**src/rtl/puf_response_gen_if.sv**
```systemverilog
// Request/response bus of the RO-PUF response generator.
//   master: requester side (drives start/challenge/resp_ready)
//   slave : puf_response_gen side (drives busy/resp/resp_valid/flags)
// Signals:
//   start      single-cycle measurement request
//   challenge  base challenge, captured when start is accepted
//   busy       generator is not idle
//   resp       packed response, bit k = result of challenge k
//   resp_valid resp stable and valid
//   resp_ready consumer accepts resp on resp_valid & resp_ready
//   tie_flag   sticky: some challenge produced equal counts
//   sat_flag   sticky: some counter saturated
interface puf_response_gen_if #(
    parameter int SEL_W     = 4,
    parameter int RESP_BITS = 8
);
    logic                 start;
    logic [SEL_W-1:0]     challenge;
    logic                 busy;
    logic [RESP_BITS-1:0] resp;
    logic                 resp_valid;
    logic                 resp_ready;
    logic                 tie_flag;
    logic                 sat_flag;

    modport master (
        output start, challenge, resp_ready,
        input  busy, resp, resp_valid, tie_flag, sat_flag
    );

    modport slave (
        input  start, challenge, resp_ready,
        output busy, resp, resp_valid, tie_flag, sat_flag
    );
endinterface

```
**src/rtl/puf_response_gen.sv**
```systemverilog
// RO-PUF measurement/response stage.
// For each start, walks RESP_BITS challenges (challenge + k mod 2^SEL_W), lets the
// selected oscillators settle, counts rising edges of both banks over WIN_CYCLES clocks,
// and turns each comparison into one response bit. The packed response is offered on a
// valid/ready handshake.
// Ports:
//   clk      system clock
//   rst_n    synchronous reset, active HIGH despite the name
//   ro_a     selected oscillator, bank A (asynchronous)
//   ro_b     selected oscillator, bank B (asynchronous)
//   ro_sel   mux select to both banks
//   ro_en    oscillator enable, high in SETTLE and COUNT
//   bus      request/response bus (slave side)

// One oscillator channel: 2-FF synchronizer, edge-detect flop, saturating counter.
module puf_ro_counter #(
    parameter int CNT_W = 16
) (
    input  logic             clk,
    input  logic             rst_n,
    input  logic             ro,
    input  logic             clr,
    input  logic             en,
    output logic [CNT_W-1:0] cnt
);
    localparam logic [CNT_W-1:0] CNT_MAX = '1;

    // sync[1:0] synchronize, sync[2] is the previous synchronized sample
    logic [2:0] sync;
    logic       rise;

    assign rise = sync[1] & ~sync[2];

    always_ff @(posedge clk) begin
        if (rst_n) begin
            sync <= '0;
            cnt  <= '0;
        end else begin
            sync <= {sync[1:0], ro};
            if (clr)
                cnt <= '0;
            else if (en && rise && cnt != CNT_MAX)
                cnt <= cnt + CNT_W'(1);
        end
    end
endmodule

module puf_response_gen #(
    parameter int CNT_W         = 16,
    parameter int WIN_CYCLES    = 1024,
    parameter int SETTLE_CYCLES = 8,
    parameter int RESP_BITS     = 8,
    parameter int SEL_W         = 4
) (
    input  logic             clk,
    input  logic             rst_n,
    input  logic             ro_a,
    input  logic             ro_b,
    output logic [SEL_W-1:0] ro_sel,
    output logic             ro_en,
    puf_response_gen_if.slave bus
);
    localparam int TMR_MAX = (WIN_CYCLES > SETTLE_CYCLES) ? WIN_CYCLES : SETTLE_CYCLES;
    localparam int TMR_W   = $clog2(TMR_MAX + 1);
    localparam int K_W     = (RESP_BITS > 1) ? $clog2(RESP_BITS) : 1;

    localparam logic [TMR_W-1:0] SETTLE_LD = TMR_W'(SETTLE_CYCLES - 1);
    localparam logic [TMR_W-1:0] WIN_LD    = TMR_W'(WIN_CYCLES - 1);
    localparam logic [K_W-1:0]   K_LAST    = K_W'(RESP_BITS - 1);
    localparam logic [CNT_W-1:0] CNT_MAX   = '1;

    typedef enum logic [2:0] {
        S_IDLE,
        S_SETTLE,
        S_COUNT,
        S_COMPARE,
        S_DONE
    } state_t;

    state_t               state;
    logic [TMR_W-1:0]     tmr;
    logic [K_W-1:0]       k;
    logic                 busy;
    logic [RESP_BITS-1:0] resp;
    logic                 resp_valid;
    logic                 tie_flag;
    logic                 sat_flag;

    // channel 0 = bank A, channel 1 = bank B
    logic [1:0]            ro_in;
    logic [1:0][CNT_W-1:0] cnt;
    logic                  cnt_clr;
    logic                  cnt_en;

    assign ro_in   = {ro_b, ro_a};
    assign cnt_clr = (state == S_SETTLE);
    assign cnt_en  = (state == S_COUNT);

    for (genvar i = 0; i < 2; i++) begin : g_ch
        puf_ro_counter #(.CNT_W(CNT_W)) u_ch (
            .clk   (clk),
            .rst_n (rst_n),
            .ro    (ro_in[i]),
            .clr   (cnt_clr),
            .en    (cnt_en),
            .cnt   (cnt[i])
        );
    end

    assign bus.busy       = busy;
    assign bus.resp       = resp;
    assign bus.resp_valid = resp_valid;
    assign bus.tie_flag   = tie_flag;
    assign bus.sat_flag   = sat_flag;

    always_ff @(posedge clk) begin
        if (rst_n) begin
            state      <= S_IDLE;
            tmr        <= '0;
            k          <= '0;
            ro_sel     <= '0;
            ro_en      <= 1'b0;
            busy       <= 1'b0;
            resp       <= '0;
            resp_valid <= 1'b0;
            tie_flag   <= 1'b0;
            sat_flag   <= 1'b0;
        end else begin
            case (state)
                S_IDLE: begin
                    if (bus.start && !resp_valid) begin
                        ro_sel   <= bus.challenge;
                        k        <= '0;
                        resp     <= '0;
                        tie_flag <= 1'b0;
                        sat_flag <= 1'b0;
                        tmr      <= SETTLE_LD;
                        ro_en    <= 1'b1;
                        busy     <= 1'b1;
                        state    <= S_SETTLE;
                    end
                end
                S_SETTLE: begin
                    if (tmr == '0) begin
                        tmr   <= WIN_LD;
                        state <= S_COUNT;
                    end else begin
                        tmr <= tmr - TMR_W'(1);
                    end
                end
                S_COUNT: begin
                    if (tmr == '0) begin
                        ro_en <= 1'b0;
                        state <= S_COMPARE;
                    end else begin
                        tmr <= tmr - TMR_W'(1);
                    end
                end
                S_COMPARE: begin
                    resp[k] <= (cnt[0] > cnt[1]);
                    if (cnt[0] == cnt[1])
                        tie_flag <= 1'b1;
                    if (cnt[0] == CNT_MAX || cnt[1] == CNT_MAX)
                        sat_flag <= 1'b1;
                    if (k == K_LAST) begin
                        resp_valid <= 1'b1;
                        state      <= S_DONE;
                    end else begin
                        k      <= k + K_W'(1);
                        // ro_sel always equals challenge + k, so stepping it wraps naturally
                        ro_sel <= ro_sel + SEL_W'(1);
                        tmr    <= SETTLE_LD;
                        ro_en  <= 1'b1;
                        state  <= S_SETTLE;
                    end
                end
                S_DONE: begin
                    if (bus.resp_ready) begin
                        resp_valid <= 1'b0;
                        busy       <= 1'b0;
                        state      <= S_IDLE;
                    end
                end
                default: state <= S_IDLE;
            endcase
        end
    end
endmodule

```
**src/flat_wrapper.sv**
```systemverilog
// flat-port wrapper written by rule: the top's interface ports become plain ports
module puf_response_gen_flat 
#(
    parameter int CNT_W         = 16,
    parameter int WIN_CYCLES    = 1024,
    parameter int SETTLE_CYCLES = 8,
    parameter int RESP_BITS     = 8,
    parameter int SEL_W         = 4
)
  (clk, rst_n, ro_a, ro_b, ro_sel, ro_en, bus_start, bus_challenge, bus_resp_ready, bus_busy, bus_resp, bus_resp_valid, bus_tie_flag, bus_sat_flag);
  puf_response_gen_if #(.SEL_W(SEL_W), .RESP_BITS(RESP_BITS)) bus_i ();
  input  logic clk;
  input  logic rst_n;
  input  logic ro_a;
  input  logic ro_b;
  output logic [SEL_W-1:0] ro_sel;
  output logic ro_en;
  input wire logic [$bits(bus_i.start)-1:0] bus_start;
  input wire logic [$bits(bus_i.challenge)-1:0] bus_challenge;
  input wire logic [$bits(bus_i.resp_ready)-1:0] bus_resp_ready;
  output wire logic [$bits(bus_i.busy)-1:0] bus_busy;
  output wire logic [$bits(bus_i.resp)-1:0] bus_resp;
  output wire logic [$bits(bus_i.resp_valid)-1:0] bus_resp_valid;
  output wire logic [$bits(bus_i.tie_flag)-1:0] bus_tie_flag;
  output wire logic [$bits(bus_i.sat_flag)-1:0] bus_sat_flag;
  assign bus_i.start = bus_start;
  assign bus_i.challenge = bus_challenge;
  assign bus_i.resp_ready = bus_resp_ready;
  assign bus_busy = bus_i.busy;
  assign bus_resp = bus_i.resp;
  assign bus_resp_valid = bus_i.resp_valid;
  assign bus_tie_flag = bus_i.tie_flag;
  assign bus_sat_flag = bus_i.sat_flag;
  puf_response_gen #(.CNT_W(CNT_W), .WIN_CYCLES(WIN_CYCLES), .SETTLE_CYCLES(SETTLE_CYCLES), .RESP_BITS(RESP_BITS), .SEL_W(SEL_W)) u_core (.clk(clk), .rst_n(rst_n), .ro_a(ro_a), .ro_b(ro_b), .ro_sel(ro_sel), .ro_en(ro_en), .bus(bus_i));
endmodule
```
**config.mk**
```make
export PLATFORM = sky130hd
export DESIGN_NAME = puf_response_gen_flat
export DESIGN_NICKNAME = d
export VERILOG_FILES = /design/src/rtl/puf_response_gen_if.sv /design/src/rtl/puf_response_gen.sv /design/src/flat_wrapper.sv
export SDC_FILE = /design/constraint.sdc
export NUM_CORES = 1
export LEC_CHECK = 0
export BUFFER_PORTS_ARGS = -buffer_cell sky130_fd_sc_hd__clkbuf_2
export CAP_MARGIN = 20
export CORE_MARGIN = 5
export CORE_UTILIZATION = 50
export DETAILED_ROUTE_END_ITERATION = 6
export PLACE_DENSITY = 0.76
export SYNTH_ARGS = -nofsm -noshare
export SYNTH_HDL_FRONTEND = slang
export SYNTH_HIERARCHICAL = 1
export SYNTH_SLANG_ARGS = --single-unit
```
**constraint.sdc**
```tcl
create_clock -name clk -period 2.7 [get_ports clk]
set_clock_uncertainty 0.15 [all_clocks]
set_input_delay 0.27 -clock clk [delete_from_list [all_inputs] [get_ports clk]]
set_output_delay 0.27 -clock clk [all_outputs]
set_load 0.01 [all_outputs]
```
# After elaboration in Yosys (flattened, before gate mapping)
# Index checks and enable logic that the tools add are counted.
totals:
  ram_bits: 0
  output_inout_bits: 17
  mem_count: 0
  latchBits: 0
  mem_bits_ro: 0
  inputBits: 10
  register_bits: 72
op_classes:
  add_sub_neg: 5
  order_cmp: 3
  n_div: 0
  reduce_logical: 25
  bitwise_logic: 4
  multipliers: 0
  n_shift: 0
  muxes: 35
  n_eq_ne: 19
ops:
  columns: ["cell", "n"]
  rows:
  - ["$mux W11", 4]
  - ["$pmux W11 S4", 1]
  - ["$add A16 B1 Y16 const B", 2]
  - ["$eq A16 B16 Y1 const B", 2]
  - ["$ne A16 B16 Y1 const B", 2]
  - ["$mux W3", 7]
  - ["$eq A16 B16 Y1", 1]
  - ["$gt A16 B16 Y1", 1]
  - ["$pmux W8 S2", 1]
  - ["$pmux W3 S5", 1]
  - ["$reduce_and A3 Y1", 5]
  - ["$reduce_and A4 Y1", 3]
  - ["$logic_not A11 Y1", 1]
  - ["$sub A11 B1 Y11 const B", 1]
  - ["$ne A2 B1 Y1 const B", 5]
  - ["$mux W1", 9]
  - ["$bwmux W8", 1]
  - ["$mux W4", 2]
  - ["$mux W8", 1]
  - ["$ne A2 B2 Y1 const B", 4]
  - ["$pmux W1 S2", 4]
  - ["$pmux W4 S2", 1]
  - ["$eq A3 B2 Y1 const B", 2]
  - ["$eq A3 B3 Y1 const B", 2]
  - ["19 further kinds", 28]

# Depth between registers and ports, before layout
logic_depth:
  depth_word: 6
  ltp_mapped: 9
  depth_no_buf: 7

# Hierarchy
# The synthesis kept the hierarchy.
modules_own_cells:
  columns: ["mod", "n_inst", "cells_per_inst", "area_each_um2", "seq_area_each_um2"]
  rows:
  - ["puf_response_gen", 1, 288, 2272.2, 680.7]
  - ["puf_ro_counter", 2, 108, 908.4, 380.4]

# Worst setup path after synthesis
# OpenSTA, ideal clock, no wires.
synth_timing:
  path_kind: "register -> register"
  startpoint: "register u_core.state[1]"
  endpoint: "register u_core.g_ch[0].u_ch.cnt[15]"
  t_required_ns: 2.480
  setup_time_ns: 0.070
  stages_incl_launch_ff: 9
  t_arrival_ns: 2.321
  period_less_slack_ns: 2.542
  path_buffers: 2
  path_slack_ns: 0.158
  cell_sequence: "dfxtp_1 clkbuf_1 nand2b_1 nor2_1 nand3b_1 or4_1 buf_2 or4_1 a21oi_1"
synth_via:
  elab_chain_cells: 3
  word_cells_on_any_way: 5
  classes_between: "eq/ne (2); reduce/logical (3)"
synth_rtl:
  columns: ["element", "line", "rtl"]
  rows:
  - ["from (decl)", "puf_response_gen.sv:80", "state_t state;"]
  - ["from (signal assigned)", "puf_response_gen.sv:118", "state <= S_IDLE;"]
  - ["from (signal assigned)", "puf_response_gen.sv:140", "state <= S_SETTLE;"]
  - ["from (signal assigned)", "puf_response_gen.sv:146", "state <= S_COUNT;"]
  - ["$eq A3 B2 Y1", "puf_response_gen.sv:97", "assign cnt_en = (state == S_COUNT);"]
  - ["net u_core.cnt_en", "puf_response_gen.sv:93", "logic cnt_en;"]
  - ["$logic_and A1 B1 Y1 (2 in a row)", "puf_response_gen.sv:42", "else if (en && rise && cnt != CNT_MAX)"]
  - ["to (signal assigned)", "puf_response_gen.sv:43", "cnt <= cnt + CNT_W'(1);"]
  - ["to (decl)", "puf_response_gen.sv:24", "output logic [CNT_W-1:0] cnt"]
# The timed path passes the listed nets, and every way through them passes these cells.
# A chain may end at the register's enable or synchronous reset.

# Final worst setup path
layout_timing:
  startpoint: "register u_core.tmr[0]"
  endpoint: "register u_core.tmr[2]"
layout_via:
  elab_chain_cells: 3
  word_cells_on_any_way: 7
  classes_between: "add/sub (1); eq/ne (1); mux (3); reduce/logical (2)"
layout_rtl:
  columns: ["element", "line", "rtl"]
  rows:
  - ["from (decl)", "puf_response_gen.sv:81", "logic [TMR_W-1:0] tmr;"]
  - ["from (signal assigned)", "puf_response_gen.sv:148", "tmr <= tmr - TMR_W'(1);"]
  - ["from (signal assigned)", "puf_response_gen.sv:156", "tmr <= tmr - TMR_W'(1);"]
  - ["$sub A11 B1 Y11 or $logic_not A11 Y1 (tied branches)", null, null]
  - ["$mux W11, or another cell as far along", "puf_response_gen.sv:152", "if (tmr == '0) begin"]
  - ["$pmux W11 S4 or $reduce_and A4 Y1 (tied branches)", null, null]
# Several ways; a longest one is shown, not always the timed one. The select of a mux whose other input is x is not followed.

==> results.toml <==
[outcome]
run_status = "finished clean"

[floorplan]
num_rows = 33
die-height_um = 100
core_sq_um = 8090
start_util = 0.505
io_pins = 27
die-width_um = 100
fp.dieArea_sq_um = 10100

[setup_path]
end_of_the_critical_path = "u_core/tmr[2]"
critical_path_required_ps = 2770
critical_path.endpoint_type = "flip-flop"
timing_worst_setup_path_type = "flip-flop to flip-flop"
critical_path_startpoint_category = "flip-flop"
r2r-end = "u_core/tmr[2]"
cp_max_fo = 10
timing.critical_path.arrival_ps = 2620
crit_start = "u_core/tmr[0]"
timing.reg2reg.setup_slack_ps = 150
r2r_path_start = "u_core/tmr[0]"
worstRegToRegCells = 7

[sta]
min_period_over_period = 0.945
upper_clock_frequency_limit_ghz = 0.392
postLayoutSetupSlackWorst_ps = 149
worst_slew_margin_rel = 0.563
report.final.slew_viol_count = 0
setup_tns_ps = 0
worstMarginPinSlew_ps = 655
fin_worst_hold_slack_ps = 12.9
final_hold_viol_count = 0
timing.final.crit_period_ps = 2550
setup_viol = 0
rsz_0062_raised_after_global_routing = "no"

[synthesis]
post_synth_and_or_nand_nor_area_fraction = 0.302
synth-xor-area-share = 0.00214
synth-seq-cells = 72
post_synth_most_frequent_cells = "dfxtp_1, a21oi_1, nor2_1, nand2_1, inv_1"
synth_top_area_frac = 0.353
synth-edff-count = 0
muxShareOfSynthArea = 0.0122
synth-compound-area-share = 0.218
synthesis.area_per_instance_sq_um = 8.11
ys_top_cells_by_area = "dfxtp_1, ha_1, a21oi_1"
synthCells = 504
synth_area_sq_um = 4090
ys_seq_area_frac = 0.353
synth_top_family_by_area = "simple AND/OR/NAND/NOR gates"
yosys_most_used_dff = "dfxtp_1"
post_synth_num_cell_types = 58
leading_area_contributor_after_synthesis = "dfxtp_1"
ys_warn_count = 6
share_of_synthesized_cell_area_in_full_adder_half_adder_and_majority_cells = 0.0673
async_s_r_ff_share_synth = 0
synth_nets = 536
post-synth-top-count-cell = "dfxtp_1"

[drt]
finalWirelength_mm = 10.2
drt_drc_violations_left = 0
antenna_left = 0
avgRoutedWirePerCell_um = 15.6
drtIter0Drc = 364
vias_per_cell = 6.17
drt_pre_antenna_iters = 5
routed-via-count = 4032

[cells_and_area]
final_area_sq_um = 4710
final.fill_count = 762
number_of_antenna_diodes = 0
finalCoreUtilization = 0.582
final_cell_count_no_fill = 654
multi_input_comb_area_sq_um = 2470
total_nets_final = 577
reg_area_sq_um = 1440
share_of_post_route_cells_with_drive_strength_above_1 = 0.146
flow.area_growth_from_synthesis_pct = 15.2

[placed_design]
preCtsSetupSlack_ps = 150
placed_area_sq_um = 4420
total_half_perimeter_wirelength_after_legalization_and_detailed_placement_mm = 7.35
numPlacedInstances = 638
gpl.final_weighted_congestion = 0.913
place.port_buffers = 26

[pwr]
power_density_nw_per_um2 = 652
total_power_mw = 3.07
ir_worst_vdd_mv = 0.496
power.static_leakage_nw = 1.72

[global_routing]
grt_pass1_wl_mm = 17.1
vias_in_the_first_global_route = 3695
grt-ovfl-total = 0
grt_start_max_net_pins = 34
grt_antenna_before_repair = 0
grt.total_usage = 0.207

[hold_path]
hold-path-cell-count = 3
timing.hold.worst.class = "input pin to flip-flop"

[clock_tree]
cts.htree.levels = 3
max-clock-path-buffers = 2
clk_pin_slew_worst_paths_ps = 80
number_of_buffers_inserted_during_clock_tree_synthesis = 9
root_buffer = "clkbuf_8"
cts_num_sinks = 72
clk_latency_ps = 340
cts_tree = "built"

[flow_run]
max-cap-violations = 0
==> where the power goes <==
group	internal, mW	switching [mW]	leakage (nW)
Clock	0.729	0.408	0.133
Sequential	1.13	0.0655	0.584
Combinational	0.296	0.443	1.00
==> worst max-delay path, stage by stage, from the launching register on <==
cell and delay [ps]:
dfxtp_1 350, inv_1 70, ha_1 180, or4b_4 510, or4_4 570, o211a_2 370, o22ai_1 170, nor2_1 50
==> how the worst min path moves through the flow <==
| stage | from | endpoint | slack, ps |
|---|---|---|---|
| after floorplan | rst_n | u_core/g_ch[0].u_ch/sync[0] | 190 |
| after global placement | u_core/g_ch[0].u_ch/sync[0] | u_core/g_ch[0].u_ch/sync[1] | 280 |
| after detailed placement | u_core/g_ch[0].u_ch/sync[0] | u_core/g_ch[0].u_ch/sync[1] | 290 |
| after CTS | bus_challenge[0] | u_core/ro_sel[0] | 5 |
| after global routing | ro_a | u_core/g_ch[0].u_ch/sync[0] | 20 |
| final | bus_challenge[0] | u_core/ro_sel[0] | 10 |
==> state kept, by name, indices dropped and copies added, names as in the netlist <==
signal                 cells
u_core/bus.busy            1
u_core/bus.resp            8
u_core/bus.resp_valid      1
u_core/bus.sat_flag        1
u_core/bus.tie_flag        1
u_core/g_ch.u_ch/cnt      32
u_core/g_ch.u_ch/sync      6
u_core/k                   3
u_core/ro_en               1
u_core/ro_sel              4
u_core/state               3
u_core/tmr                11
==> timing repair <==
action                                  CTS  global route
hold buffers                              1             0
buffers inserted                          0             0
endpoints found under the setup margin    0             3
hold endpoints to repair                  1             0
resized for setup                         0             3
==> cell usage in the layout, fill, tap and decap left out, types with 11 or more instances in the layout <==
cell type  instances
ha_1              22
clkbuf_2          26
dfxtp_1           72
nand3_1           15
or4_1             19
inv_1             26
buf_4             22
nand4_1           22
nor2_1            39
nor4_1            11
nand2_1           35
o31ai_1           16
or3_1             14
a21oi_1           53
o21ai_0           20
nor3_1            13
==> layer usage <==
layer | vias up | part of all wire | track usage
met5 | - | 0 | 0
met4 | 0 | 0.016 | 0.0746
met3 | 18 | 0.048 | 0.0431
met2 | 113 | 0.49 | 0.340
met1 | 1910 | 0.45 | 0.267
li1 | 1991 | - | -
==> cell type report <==
| cell class | count | share of cell area |
|---|---|---|
| Clock buffer | 10 | 0.0292 |
| Clock inverter | 5 | 0.0274 |
| Inverter | 26 | 0.0207 |
| Multi-Input combinational cell | 387 | 0.524 |
| Sequential cell | 72 | 0.306 |
| Tap cell | 105 | 0.0279 |
| Timing Repair Buffer | 49 | 0.0648 |
==> cell families after synthesis <==
group | Yosys count
AO/OA/AOI/OAI | 139
adder cells (fa/ha/maj) | 22
XOR/XNOR | 1
multiplexers | 5
buffers and inverters | 45
flip-flops | 72
AND/OR/NAND/NOR | 220
Note: power is estimated with default switching activity, not from simulation.
